`src/rtl/connection_block.sv`:
```
// ---------------------------------------------------------------------------
// connection_block
//   Unidirectional routing connection block between two CLBs (clb0, clb1) on
//   one channel. Single and double tracks pass straight through in both
//   directions. A configured subset of tracks can instead be driven by CLB
//   outputs. Selected CLB input pins pick from channel, global or peer-CLB
//   lines. Carry chains are cross-wired between the two CLBs. Only the
//   configuration word is registered; every data path is combinational.
//
// Ports
//   i_clk, i_rst        clock, synchronous active-high reset (clears config)
//   i_cset, i_c         config load enable and configuration word (CW bits)
//   i_single0_in/1_in   singles entering from side 0 / side 1   (WS)
//   i_double0_in/1_in   doubles entering from side 0 / side 1   (WD)
//   o_single0_out/1_out singles leaving toward side 0 / side 1  (WS)
//   o_double0_out/1_out doubles leaving toward side 0 / side 1  (WD)
//   i_global            global lines                            (WG)
//   i_clb0/1_output     CLB output pins                         (CLBOUT)
//   i_clb0/1_cout       CLB carry outs                          (CARRY)
//   o_clb0/1_input      CLB input pins                          (CLBIN)
//   o_clb0/1_cin        CLB carry ins, cross-wired from peer cout
//
// Config word layout from bit 0, each field LSB-first:
//   CLBIN0 x SI0 (clb0 pins), CLBIN1 x SI1 (clb1 pins),
//   CLBOS x SO (single1_out), CLBOS x SO (single0_out),
//   CLBOD x SO (double1_out), CLBOD x SO (double0_out)
// ---------------------------------------------------------------------------
module connection_block #(
  parameter int WS         = 7,
  parameter int WD         = 6,
  parameter int WG         = 3,
  parameter int CLBIN      = 6,
  parameter int CLBIN0     = 2,
  parameter int CLBIN1     = 2,
  parameter int CLBOUT     = 2,
  parameter int CLBOUT0    = 2,
  parameter int CLBOUT1    = 2,
  parameter int CARRY      = 1,
  parameter int CLBOS      = 2,
  parameter int CLBOS_BIAS = 1,
  parameter int CLBOD      = 2,
  parameter int CLBOD_BIAS = 1,
  parameter int CLBX       = 1,
  localparam int NOC = CLBOUT0 + CLBOUT1,
  localparam int SO  = $clog2(NOC + 1),
  localparam int NI0 = (WS + WD) * 2 + WG + CLBX * CLBOUT1,
  localparam int SI0 = $clog2(NI0),
  localparam int NI1 = (WS + WD) * 2 + WG + CLBX * CLBOUT0,
  localparam int SI1 = $clog2(NI1),
  localparam int CW  = SO * 2 * (CLBOS + CLBOD) + SI0 * CLBIN0 + SI1 * CLBIN1
) (
  input  logic              i_clk,
  input  logic              i_rst,
  input  logic              i_cset,
  input  logic [CW-1:0]     i_c,
  input  logic [WS-1:0]     i_single0_in,
  input  logic [WS-1:0]     i_single1_in,
  input  logic [WD-1:0]     i_double0_in,
  input  logic [WD-1:0]     i_double1_in,
  output logic [WS-1:0]     o_single0_out,
  output logic [WS-1:0]     o_single1_out,
  output logic [WD-1:0]     o_double0_out,
  output logic [WD-1:0]     o_double1_out,
  input  logic [WG-1:0]     i_global,
  input  logic [CLBOUT-1:0] i_clb0_output,
  input  logic [CLBOUT-1:0] i_clb1_output,
  input  logic [CARRY-1:0]  i_clb0_cout,
  input  logic [CARRY-1:0]  i_clb1_cout,
  output logic [CLBIN-1:0]  o_clb0_input,
  output logic [CLBIN-1:0]  o_clb1_input,
  output logic [CARRY-1:0]  o_clb0_cin,
  output logic [CARRY-1:0]  o_clb1_cin
);

  // Field base offsets inside the configuration word.
  localparam int OFF_C1 = SI0 * CLBIN0;
  localparam int OFF_S1 = OFF_C1 + SI1 * CLBIN1;
  localparam int OFF_S0 = OFF_S1 + SO * CLBOS;
  localparam int OFF_D1 = OFF_S0 + SO * CLBOS;
  localparam int OFF_D0 = OFF_D1 + SO * CLBOD;

  logic [CW-1:0]  r_cfg;
  logic [NOC-1:0] w_oc;
  logic [NI0-1:0] w_c0;
  logic [NI1-1:0] w_c1;

  // Reset wins over load; otherwise the word is held.
  always_ff @(posedge i_clk) begin
    if (i_rst) begin
      r_cfg <= '0;
    end else if (i_cset) begin
      r_cfg <= i_c;
    end
  end

  // Output candidates for a muxable track: clb0 outputs first, then clb1.
  assign w_oc = {i_clb1_output[CLBOUT1-1:0], i_clb0_output[CLBOUT0-1:0]};

  // Which muxable slot (if any) owns a given single / double track index.
  function automatic int s_slot(input int j);
    int r;
    r = -1;
    for (int i = 0; i < CLBOS; i++) begin
      if ((i + CLBOS_BIAS * CLBOS) % WS == j) r = i;
    end
    return r;
  endfunction

  function automatic int d_slot(input int j);
    int r;
    r = -1;
    for (int i = 0; i < CLBOD; i++) begin
      if ((i + CLBOD_BIAS * CLBOD) % (WD / 2) == j) r = i;
    end
    return r;
  endfunction

  // sel 0 or out of range keeps the pass-through value.
  function automatic logic track_pick(input logic [SO-1:0] sel, input logic pass,
                                      input logic [NOC-1:0] oc);
    logic r;
    r = pass;
    for (int k = 0; k < NOC; k++) begin
      if (int'(sel) == k + 1) r = oc[k];
    end
    return r;
  endfunction

  // Out-of-range pin selects drive 0.
  function automatic logic pin_pick0(input logic [SI0-1:0] sel, input logic [NI0-1:0] cand);
    logic r;
    r = 1'b0;
    for (int k = 0; k < NI0; k++) begin
      if (int'(sel) == k) r = cand[k];
    end
    return r;
  endfunction

  function automatic logic pin_pick1(input logic [SI1-1:0] sel, input logic [NI1-1:0] cand);
    logic r;
    r = 1'b0;
    for (int k = 0; k < NI1; k++) begin
      if (int'(sel) == k) r = cand[k];
    end
    return r;
  endfunction

  // Single tracks.
  for (genvar j = 0; j < WS; j++) begin : g_single
    localparam int SL = s_slot(j);
    if (SL >= 0) begin : g_mux
      assign o_single1_out[j] = track_pick(r_cfg[OFF_S1 + SL * SO +: SO], i_single0_in[j], w_oc);
      assign o_single0_out[j] = track_pick(r_cfg[OFF_S0 + SL * SO +: SO], i_single1_in[j], w_oc);
    end else begin : g_pass
      assign o_single1_out[j] = i_single0_in[j];
      assign o_single0_out[j] = i_single1_in[j];
    end
  end

  // Double tracks: only the lower WD/2 can ever map to a slot.
  for (genvar j = 0; j < WD; j++) begin : g_double
    localparam int DL = d_slot(j);
    if (DL >= 0 && j < WD / 2) begin : g_mux
      assign o_double1_out[j] = track_pick(r_cfg[OFF_D1 + DL * SO +: SO], i_double0_in[j], w_oc);
      assign o_double0_out[j] = track_pick(r_cfg[OFF_D0 + DL * SO +: SO], i_double1_in[j], w_oc);
    end else begin : g_pass
      assign o_double1_out[j] = i_double0_in[j];
      assign o_double0_out[j] = i_double1_in[j];
    end
  end

  // CLB input candidate lists; entry 0 is the LSB of the concatenation.
  if (CLBX != 0) begin : g_cand_out
    assign w_c0 = {i_clb1_output[CLBOUT1-1:0], i_global, o_double0_out, o_double1_out,
                   o_single0_out, o_single1_out};
    assign w_c1 = {i_clb0_output[CLBOUT0-1:0], i_global, o_double0_out, o_double1_out,
                   o_single0_out, o_single1_out};
  end else begin : g_cand_in
    assign w_c0 = {i_global, i_double1_in, i_double0_in, i_single1_in, i_single0_in};
    assign w_c1 = {i_global, i_double1_in, i_double0_in, i_single1_in, i_single0_in};
  end

  for (genvar i = 0; i < CLBIN; i++) begin : g_pins
    if (i < CLBIN0) begin : g_p0
      assign o_clb0_input[i] = pin_pick0(r_cfg[i * SI0 +: SI0], w_c0);
    end else begin : g_z0
      assign o_clb0_input[i] = 1'b0;
    end
    if (i < CLBIN1) begin : g_p1
      assign o_clb1_input[i] = pin_pick1(r_cfg[OFF_C1 + i * SI1 +: SI1], w_c1);
    end else begin : g_z1
      assign o_clb1_input[i] = 1'b0;
    end
  end

  // Carry is pure wiring, independent of config and reset.
  assign o_clb0_cin = i_clb1_cout;
  assign o_clb1_cin = i_clb0_cout;

endmodule

```
`config.mk`:
```
export PLATFORM = sky130hd
export DESIGN_NAME = connection_block
export DESIGN_NICKNAME = d
export VERILOG_FILES = /design/src/rtl/connection_block.sv
export SDC_FILE = /design/constraint.sdc
export NUM_CORES = 1
export LEC_CHECK = 0
export CAP_MARGIN = 15
export CORE_ASPECT_RATIO = 1.4
export CORE_MARGIN = 2
export CORE_UTILIZATION = 53
export DETAILED_ROUTE_END_ITERATION = 8
export GPL_TIMING_DRIVEN = 1
export PLACE_DENSITY = 0.92
export REMOVE_ABC_BUFFERS = 1
export SKIP_LAST_GASP = 1
export SYNTH_ARGS = -nofsm -noshare
export SYNTH_HDL_FRONTEND = slang
export SYNTH_SLANG_ARGS = --single-unit
```
`constraint.sdc`:
```
create_clock -name i_clk -period 7.2 [get_ports i_clk]
set_input_delay 1.8 -clock i_clk [delete_from_list [all_inputs] [get_ports i_clk]]
set_output_delay 1.8 -clock i_clk [all_outputs]
set_load 0.02 [all_outputs]
```
==> flow_metrics.tcl <==
set metrics [dict create \
    cts.repair.resized 0 \
    crit_arrival_ns 4.81 \
    h-tree-depth 2 \
    crit_path_max_incr_delay_ns 0.75 \
    reg2reg_slack_ns 5.99 \
    clockRootBuffer "clkbuf_8" \
    grt-ovfl-total 0 \
    route.detailed.drc 0 \
    path_clk_slew_ns 0.09 \
    antenna_left 0 \
    grt_pass1_vias 4169 \
    num_vias 4473 \
    cts.sinks 44 \
    crit_required_ns 5.40 \
    largestRegisters "r_cfg (44)" \
    synthesis.instances 554 \
    ctsHoldBuffers 0 \
    synth_area_um2 4220 \
    switchingPower_mw 0.267 \
    num_antenna_cells 0 \
    synth_seq_area_share_pct 20.9 \
    final_cell_mix "108 x clkdlybuf4s50_1, 78 x nor2_1, 64 x mux2i_1" \
    cts_tree "done" \
    hold_viol 0 \
    rsz0062_at_grt "false" \
    power_frac_comb_pct 35.8 \
    synth_edf_count 0 \
    ir_drop_uv 123 \
    yosysWarnings 0 \
    crit_type "in2out" \
    slew_viol_final 0 \
    die_area_um2 8710 \
    clk_path_buf_depth 2 \
    synthArstFlopShare_pct 0 \
    register_area_um2 881 \
    p_per_area_nw_per_um2 148 \
    pwr-share-seq_pct 39.2 \
    path_cells "clkdlybuf4s50_1, mux2i_1, a31oi_1, o311ai_2, or4_1, o311ai_1, a31oi_1, o221ai_1, clkdlybuf4s50_1" \
    outcome "finished clean" \
    swShare_pct 34.9 \
    fillers 676 \
    avgSynthCellArea_um2 7.62 \
    grt_pass1_wl_mm 21.1 \
    tns_ns 0 \
    drive_above_1_share_pct 5.91 \
    cap_viol_max_count 0 \
    grt_max_degree 45 \
    skew_ns 0 \
    critPathSlowestCell "clkdlybuf4s50_1" \
    worst_pin_slew_ns 0.840 \
    final_cells 709 \
    hp-class "reg2reg" \
    multi_input_area_um2 2860 \
    dominantRegCellSynth "dfxtp_1" \
    initial_core_util_pct 54.5 \
    synth-seq-cells 44 \
    die_w_um 79.4 \
    p_int_mw 0.497 \
    antenna_found_initial 0 \
    fin_crit_ns 6.61 \
    drt-total-wl_mm 13.5 \
    startpoint_type "input pin" \
    ioPinCount 122 \
    vias_per_cell 6.31 \
    end_kind "output port" \
    fmax_mhz 151 \
    drt-pass1-iter-count 5 \
    largest_register "r_cfg" \
    clkPwrFrac_pct 25.0 \
    critPathBufInv 2 \
    fin_nets 690 \
    cts_setup_buffers 0 \
    setup_viol 0 \
    ys_types 72 \
    first_iter_violations 292 \
    final_common_cell "clkdlybuf4s50_1" \
    path_max_fanout 11 \
    std_cell_rows 38 \
    hpwl_mm 9.82 \
    coreArea_um2 7750 \
    period_share_pct 91.8 \
    wl_per_cell_um 19.0 \
    gp_congestion 0.953 \
    grt_usage_pct 31.3 \
    port-buffer-count 109 \
    slew-limit-headroom_pct 43.9 \
    insertion_delay_ns 0.30 \
    syn2layout_area_growth_pct 21.9 \
    leakage_nw 1.89 \
    largest_reg_flops 44 \
    cp_top_family "buffers and inverters" \
    die_h_um 110 \
    dp_cells 701 \
    cts_made_buffers 5 \
]
layout make-up:
type	instances	share of cell area [%]
Clock buffer	6	1.41
Clock inverter	2	0.680
Inverter	21	1.53
Multi-Input combinational cell	425	55.5
Sequential cell	44	17.1
Tap cell	100	2.43
Timing Repair Buffer	111	21.4
power groups by stage:
stage | registers (mW) | logic [mW] | clock network, mW
global route | 0.303 | 0.293 | 0.203
global placement | 0.302 | 0.265 | 0
CTS | 0.298 | 0.271 | 0.195
detailed placement | 0.303 | 0.270 | 0
floorplan | 0.291 | 0.135 | 0
finish | 0.300 | 0.273 | 0.191
cell families (layout without fill, tap and decap cells):
logic type / count (synthesis) / in the layout / synth area share, %
simple gates: 202 / 202 / 23.8
compound gates: 143 / 143 / 24.3
buf+inv: 92 / 140 / 12.1
mux: 72 / 72 / 18.8
flops: 44 / 44 / 20.9
other cells: 1 / 8 / 0.0888
worst paths after layout:
check	from	cells past startpoint	to
setup / recovery	i_clb1_output[0]	9	o_clb0_input[0]
hold / removal	r_cfg[41]	2	r_cfg[41]
setup reg to reg	r_cfg[16]	2	r_cfg[16]
hold reg to reg	r_cfg[41]	2	r_cfg[41]
routing by layer:
layer | vias up | share of wire [%] | global-route usage [%]
li1 | 2110 | - | -
met1 | 2102 | 40 | 39.2
met2 | 226 | 48 | 51.7
met3 | 35 | 8.0 | 5.25
met4 | 0 | 3.9 | 15.6
met5 | - | 0 | 0
synth_stat cells, types with 4 or more instances:
cell,count,area (um2)
nor2_1,78,293
mux2i_1,64,641
dfxtp_1,44,881
nand2_1,36,135
buf_4,31,233
a21oi_1,30,150
clkbuf_1,28,105
o21ai_0,28,140
inv_1,18,67.6
nor3_1,18,90.1
nand2b_1,16,100
a31oi_1,15,93.8
nor2b_1,11,68.8
nor3b_1,10,75.1
nand3_1,7,35.0
o221ai_1,7,61.3
o22ai_1,6,37.5
buf_6,5,56.3
o211ai_1,5,37.5
a211oi_1,4,30.0
a22oi_1,4,30.0
mux4_2,4,90.1
nand3b_1,4,30.0
nand4_1,4,25.0
nor4b_1,4,35.0
o31ai_1,4,30.0
stage by stage:
stage / power [mW] / setup WS (ns) / instance area, um2 / utilization, % / hold WS [ns]
6_report: 0.764 / 0.590 / 5150 / 66.4 / 0.561
5_1_grt: 0.800 / 0.412 / 5150 / 66.4 / 0.592
4_1_cts: 0.764 / 0.600 / 5150 / 66.4 / 0.559
3_5_place_dp: 0.573 / 0.598 / 5040 / 65.0 / 0.544
3_3_place_gp: 0.567 / 0.737 / 5040 / 65.0 / 0.536
2_1_floorplan: 0.426 / 2.01 / 3810 / - / 0.507
worst register-to-register path, cell delays in order, from the launching register on:
cell and delay, ns:
dfxtp_1 0.88, mux2i_1 0.16, nor2_1 0.12
No activity file was read; power rests on OpenSTA's default activity.
